==> src/rtl/aes_key_schedule.sv <==
// aes_key_schedule: one-word-per-cycle AES-128/192/256 key expansion into a register array,
// with a registered round-key read port in forward or reverse round order.
module softbox (
    input  logic [7:0] i_byte,
    output logic [7:0] o_byte
);
    localparam logic [2047:0] TABLE = {
        128'h637c777bf26b6fc53001672bfed7ab76, 128'hca82c97dfa5947f0add4a2af9ca472c0,
        128'hb7fd9326363ff7cc34a5e5f171d83115, 128'h04c723c31896059a071280e2eb27b275,
        128'h09832c1a1b6e5aa0523bd6b329e32f84, 128'h53d100ed20fcb15b6acbbe394a4c58cf,
        128'hd0efaafb434d338545f9027f503c9fa8, 128'h51a3408f929d38f5bcb6da2110fff3d2,
        128'hcd0c13ec5f974417c4a77e3d645d1973, 128'h60814fdc222a908846eeb814de5e0bdb,
        128'he0323a0a4906245cc2d3ac629195e479, 128'he7c8376d8dd54ea96c56f4ea657aae08,
        128'hba78252e1ca6b4c6e8dd741f4bbd8b8a, 128'h703eb5664803f60e613557b986c11d9e,
        128'he1f8981169d98e949b1e87e9ce5528df, 128'h8ca1890dbfe6426841992d0fb054bb16
    };
    // entry 0 sits in the top byte, so byte b lives at bit 8*(255-b)
    assign o_byte = TABLE[{~i_byte, 3'b000} +: 8];
endmodule

module aes_key_schedule #(
    parameter int MAX_WORDS       = 60,
    parameter bit RD_ZERO_INVALID = 1'b1
) (
    input  logic         clk,
    input  logic         rst_n,
    input  logic         i_start,
    input  logic [1:0]   i_key_len,
    input  logic [255:0] i_key_in,
    output logic         o_busy,
    output logic         o_done,
    output logic         o_key_valid,
    output logic         o_err,
    output logic [3:0]   o_nr,
    input  logic [3:0]   i_rd_round,
    input  logic         i_rd_dir,
    output logic [127:0] o_rd_key
);
    typedef enum logic [1:0] {IDLE, LOAD, GEN, DONE} state_t;
    state_t       r_state;
    logic [1:0]   r_len;
    logic [255:0] r_key;
    logic [5:0]   r_i;
    logic [2:0]   r_cnt;
    logic [7:0]   r_rcon;
    logic         r_busy, r_done, r_valid, r_err;
    logic [3:0]   r_nr;
    logic [127:0] r_rd_key;
    logic [31:0]  r_w [MAX_WORDS];
    logic [5:0]   w_nk, w_last, w_base;
    logic [2:0]   w_cnt_max;
    logic [31:0]  w_prev, w_sin, w_sub, w_temp, w_new;
    logic [3:0]   w_k;
    logic         w_rd_ok;
    assign w_nk      = 6'd4 + {3'b000, r_len, 1'b0};
    assign w_cnt_max = 3'd3 + {r_len, 1'b0};
    assign w_last    = 6'd43 + {1'b0, r_len, 3'b000};
    assign w_prev    = r_w[r_i - 6'd1];
    assign w_sin     = (r_cnt == 3'd0) ? {w_prev[23:0], w_prev[31:24]} : w_prev;
    genvar g;
    for (g = 0; g < 4; g++) begin : g_sbox
        softbox u_sbox (.i_byte(w_sin[8*g +: 8]), .o_byte(w_sub[8*g +: 8]));
    end
    // r_cnt is i mod Nk; lane 4 of an AES-256 block takes the extra SubWord
    assign w_temp  = (r_cnt == 3'd0) ? (w_sub ^ {r_rcon, 24'h000000}) :
                     (r_len == 2'd2 && r_cnt == 3'd4) ? w_sub : w_prev;
    assign w_new   = r_w[r_i - w_nk] ^ w_temp;
    assign w_k     = i_rd_dir ? r_nr - i_rd_round : i_rd_round;
    assign w_base  = {w_k, 2'b00};
    assign w_rd_ok = !RD_ZERO_INVALID || (r_valid && i_rd_round <= r_nr);
    always_ff @(posedge clk) begin
        if (r_state == LOAD) begin
            for (int j = 0; j < 8; j++)
                if (j < int'(w_nk)) r_w[j] <= r_key[255 - 32*j -: 32];
        end else if (r_state == GEN)
            r_w[r_i] <= w_new;
    end
    always_ff @(posedge clk or negedge rst_n) begin
        if (!rst_n) begin
            r_state  <= IDLE;
            r_len    <= 2'd0;
            r_key    <= '0;
            r_i      <= 6'd0;
            r_cnt    <= 3'd0;
            r_rcon   <= 8'h00;
            r_busy   <= 1'b0;
            r_done   <= 1'b0;
            r_valid  <= 1'b0;
            r_err    <= 1'b0;
            r_nr     <= 4'd0;
            r_rd_key <= '0;
        end else begin
            r_done   <= 1'b0;
            r_err    <= 1'b0;
            r_rd_key <= w_rd_ok ? {r_w[w_base], r_w[w_base + 6'd1], r_w[w_base + 6'd2], r_w[w_base + 6'd3]} : '0;
            case (r_state)
                IDLE: if (i_start) begin
                    if (i_key_len == 2'b11) r_err <= 1'b1;
                    else begin
                        r_len   <= i_key_len;
                        r_key   <= i_key_in;
                        r_busy  <= 1'b1;
                        r_state <= LOAD;
                    end
                end
                LOAD: begin
                    r_i     <= w_nk;
                    r_cnt   <= 3'd0;
                    r_rcon  <= 8'h01;
                    r_valid <= 1'b0;
                    r_state <= GEN;
                end
                GEN: begin
                    r_i   <= r_i + 6'd1;
                    r_cnt <= (r_cnt == w_cnt_max) ? 3'd0 : r_cnt + 3'd1;
                    if (r_cnt == 3'd0) r_rcon <= {r_rcon[6:0], 1'b0} ^ (r_rcon[7] ? 8'h1b : 8'h00);
                    if (r_i == w_last) r_state <= DONE;
                end
                DONE: begin
                    r_done  <= 1'b1;
                    r_valid <= 1'b1;
                    r_busy  <= 1'b0;
                    r_nr    <= 4'd10 + {1'b0, r_len, 1'b0};
                    r_state <= IDLE;
                end
                default: r_state <= IDLE;
            endcase
        end
    end
    assign o_busy      = r_busy;
    assign o_done      = r_done;
    assign o_key_valid = r_valid;
    assign o_err       = r_err;
    assign o_nr        = r_nr;
    assign o_rd_key    = r_rd_key;
endmodule

==> config.mk <==
export PLATFORM = sky130hd
export DESIGN_NAME = aes_key_schedule
export DESIGN_NICKNAME = d
export VERILOG_FILES = /design/src/rtl/aes_key_schedule.sv
export SDC_FILE = /design/constraint.sdc
export NUM_CORES = 2
export LEC_CHECK = 0
export ABC_CLOCK_PERIOD_IN_PS = 11660
export CORE_MARGIN = 1.5
export CORE_UTILIZATION = 30
export DETAILED_ROUTE_END_ITERATION = 6
export PLACE_DENSITY = 0.52
export SETUP_SLACK_MARGIN = 0.05
export SLEW_MARGIN = 5
export SYNTH_ARGS = -nofsm -noshare
export SYNTH_HDL_FRONTEND = slang
export SYNTH_SLANG_ARGS = --single-unit
==> constraint.sdc <==
create_clock -name clk -period 11.66 [get_ports clk]
set_clock_uncertainty 0.15 [all_clocks]
set_input_delay 3.498 -clock clk [delete_from_list [all_inputs] [get_ports clk]]
set_output_delay 3.498 -clock clk [all_outputs]
set_load 0.02 [all_outputs]
==> impl_metrics.yaml <==
synth:
  yosysWarnings: 0
  syn_inst: 9135
  synth_area_um2: 143000
  synth_seq_area_share_pct: 50.2
  synthTopCellsByCount: "edfxtp_1, mux4_2, nand2_1"
  yosys.area.top_type_share_pct: 43.0
  netlist_top_cells_area: "edfxtp_1, mux4_2, dfrtp_1, mux2_2, mux2i_1"
  synthDistinctLibCells: 121
  syn_avg_cell_area_um2: 15.7
  async_flop_share_pct: 16.7
  synth_edf_count: 2048
  synth.largest_area_cell: "edfxtp_1"
  synthFlopType: "edfxtp_1"
  ys_ff_latch: 2460
  synth.most_common_cell: "edfxtp_1"
  syn-num-nets: 9477
sta:
  tightest_slew_ps: 1410
  max_slew_margin_pct: 5.76
  max_clock_freq_mhz: 102
  finalSetupViolations: 0
  hold_viol_final: 0
  tns_ps: 0
  fin_hold_ws_ps: 353
  post-route-period-util_pct: 84.4
  maxSlewViolCount: 0
  fin_crit_ps: 9840
  rsz0062_at_grt: "false"
global_routing:
  grt_pass1_wl_um: 862000
  grt_usage_pct: 25.4
  grt.overflow.total: 0
  grt_start_max_net_pins: 157
  grt_pass1_vias: 99992
  grt_antenna_before_repair: 46
placed_design:
  gp_congestion: 0.970
  dp_cells: 15307
  numPortBuffers: 400
  dpl.hpwl_um: 421000
critical_path:
  path_buf_inv: 8
  crit_chain: "buf_12, buf_12, buf_4, mux4_2, nor2_1, o22ai_1, nand4_1, o211ai_1, buf_4, nand2_2, buf_4, o21ai_1, o32a_1, a22oi_1, a211oi_1, mux2i_1, xor2_1, o221ai_1, xor2_1, buf_4, inv_1, buf_4"
  worstReg2RegEnd: "r_w[33][30]$_DFFE_PP_"
  ff2ff_setup_slack_ps: 1820
  cp_data_arrival_time_ps: 10320
  r2r_cells: 22
  slowest_stage: "o221ai_1"
  end_kind: "flip-flop"
  crit_family: "buffers and inverters"
  startpoint_type: "flip-flop"
  reg2reg_from: "r_i[0]$_DFFE_PN0P_"
  worst_path_most_repeated_cell: "buf_4"
  slowest_delay_ps: 820
  startpoint: "r_i[0]$_DFFE_PN0P_"
  crit_type: "reg2reg"
  required_ps: 12130
  critPathMaxFanout: 100
job:
  drv_cap: 0
finish:
  layout.nets: 9647
  fin_util_pct: 34.4
  stdcell_count: 15764
  drive_gt1_share_pct: 33.3
  syn_to_final_growth_pct: 14.0
clock_tree:
  cts_buffers: 243
  cts_root_buffer: "clkbuf_16"
  cts_buffer_depth: 4
  cts_setup_buffers: 0
  clk_latency_ps: 980
  cts_resized: 0
  cts_tree: "done"
  cts.sinks: 2460
  ctsHoldBuffers: 0
  clkTransAtPathRegs_ps: 70
  h-tree-depth: 4
worst_hold_path:
  hp-class: "reg2reg"
  hold_depth: 1
  hp-start: "r_key[127]$_DFFE_PN0P_"
  min_to: "r_key[127]$_DFFE_PN0P_"
routing:
  dr.pass1.iters: 7
  via_per_inst: 6.56
  wire_per_inst_um: 40.0
  drt_iter0_drc: 17358
  vias: 103476
  drc: 6
  wl_um: 631000
  ant_nets: 0
die:
  die_w_um: 694
  die_y_um: 694
  boundaryPins: 402
  die_area_um2: 481000
  initial_utilization_pct: 30.1
  std_cell_rows: 253
  core_area_um2: 475000
status:
  violations: "DRC"
  status: "finished, violations left"
-- kinds of logic (layout without fill, tap and decap cells) --
logic type	count (synthesis)	count (layout)	share of synthesized area, %
AO/OA/AOI/OAI	1631	1631	7.89
XOR/XNOR	70	70	0.539
adder cells (fa/ha/maj)	76	76	0.675
buffers and inverters	948	1320	3.12
flip-flops	2460	2460	50.2
multiplexers	2417	2417	32.7
other	1	11	0.00262
AND/OR/NAND/NOR	1532	1532	4.88
-- cells in the final DEF, fill, tap and decap left out, types with 72 or more instances in the layout --
master              n
o21ai_1            99
buf_4             360
nand3_1           123
clkbuf_16         252
a21oi_1           244
ha_1               72
o21ai_0           313
mux2_2            368
nor2b_1           134
nor3_1             82
mux4_2           1763
a211oi_1          325
nand2_1           600
clkdlybuf4s50_1   398
nor2_1            301
mux2i_1           271
edfxtp_1         2048
dfrtp_1           410
-- per-layer routing --
metal  vias up  global-route usage [%]  wire length (um)
li1      38612                       -                 -
met1     54505                    33.0            233000
met2      8795                    38.3            277000
met3      1544                    8.00             82500
met4        20                    12.5             38000
met5         -                       0               126
-- metrics by stage --
stage	instance area [um2]	worst slack (ps)
global placement	155000	1960
CTS	163000	1980
floorplan	143000	3300
detailed placement	155000	1960
global route	163000	1230
finish	163000	1820
-- sequential cells by signal, indices dropped and copies added, names as in the netlist --
| signal | flops |
|---|---|
| r_key | 256 |
| o_rd_key | 128 |
| r_len | 2 |
| o_key_valid | 1 |
| r_i | 6 |
| o_busy | 1 |
| o_nr | 3 |
| r_cnt | 3 |
| o_done | 1 |
| r_w | 2048 |
| r_rcon | 8 |
| o_err | 1 |
| r_state | 2 |
-- area by class of cell --
class / count / area (um2)
Fill cell: 45066 / 312000
Sequential cell: 2460 / 71800
Multi-Input combinational cell: 5727 / 67800
Tap cell: 6247 / 7820
Timing Repair Buffer: 796 / 7440
Clock buffer: 315 / 6840
Clock inverter: 132 / 1170
Inverter: 77 / 293
Antenna cell: 10 / 25.0
-- how the worst max path moves through the flow --
stage	to	slack, ps	depth (start not counted)
detailed placement	r_w[58][0]$_DFFE_PP_	1960	20
global route	r_w[47][0]$_DFFE_PP_	1230	20
CTS	r_w[47][0]$_DFFE_PP_	1980	20
floorplan	r_w[10][13]$_DFFE_PP_	3300	29
global placement	r_w[60][0]$_DFFE_PP_	1960	20
finish	r_w[33][30]$_DFFE_PP_	1820	22
Power is not shown: default switching activity piles up to over one toggle a cycle in this logic, so the estimate is an artifact.
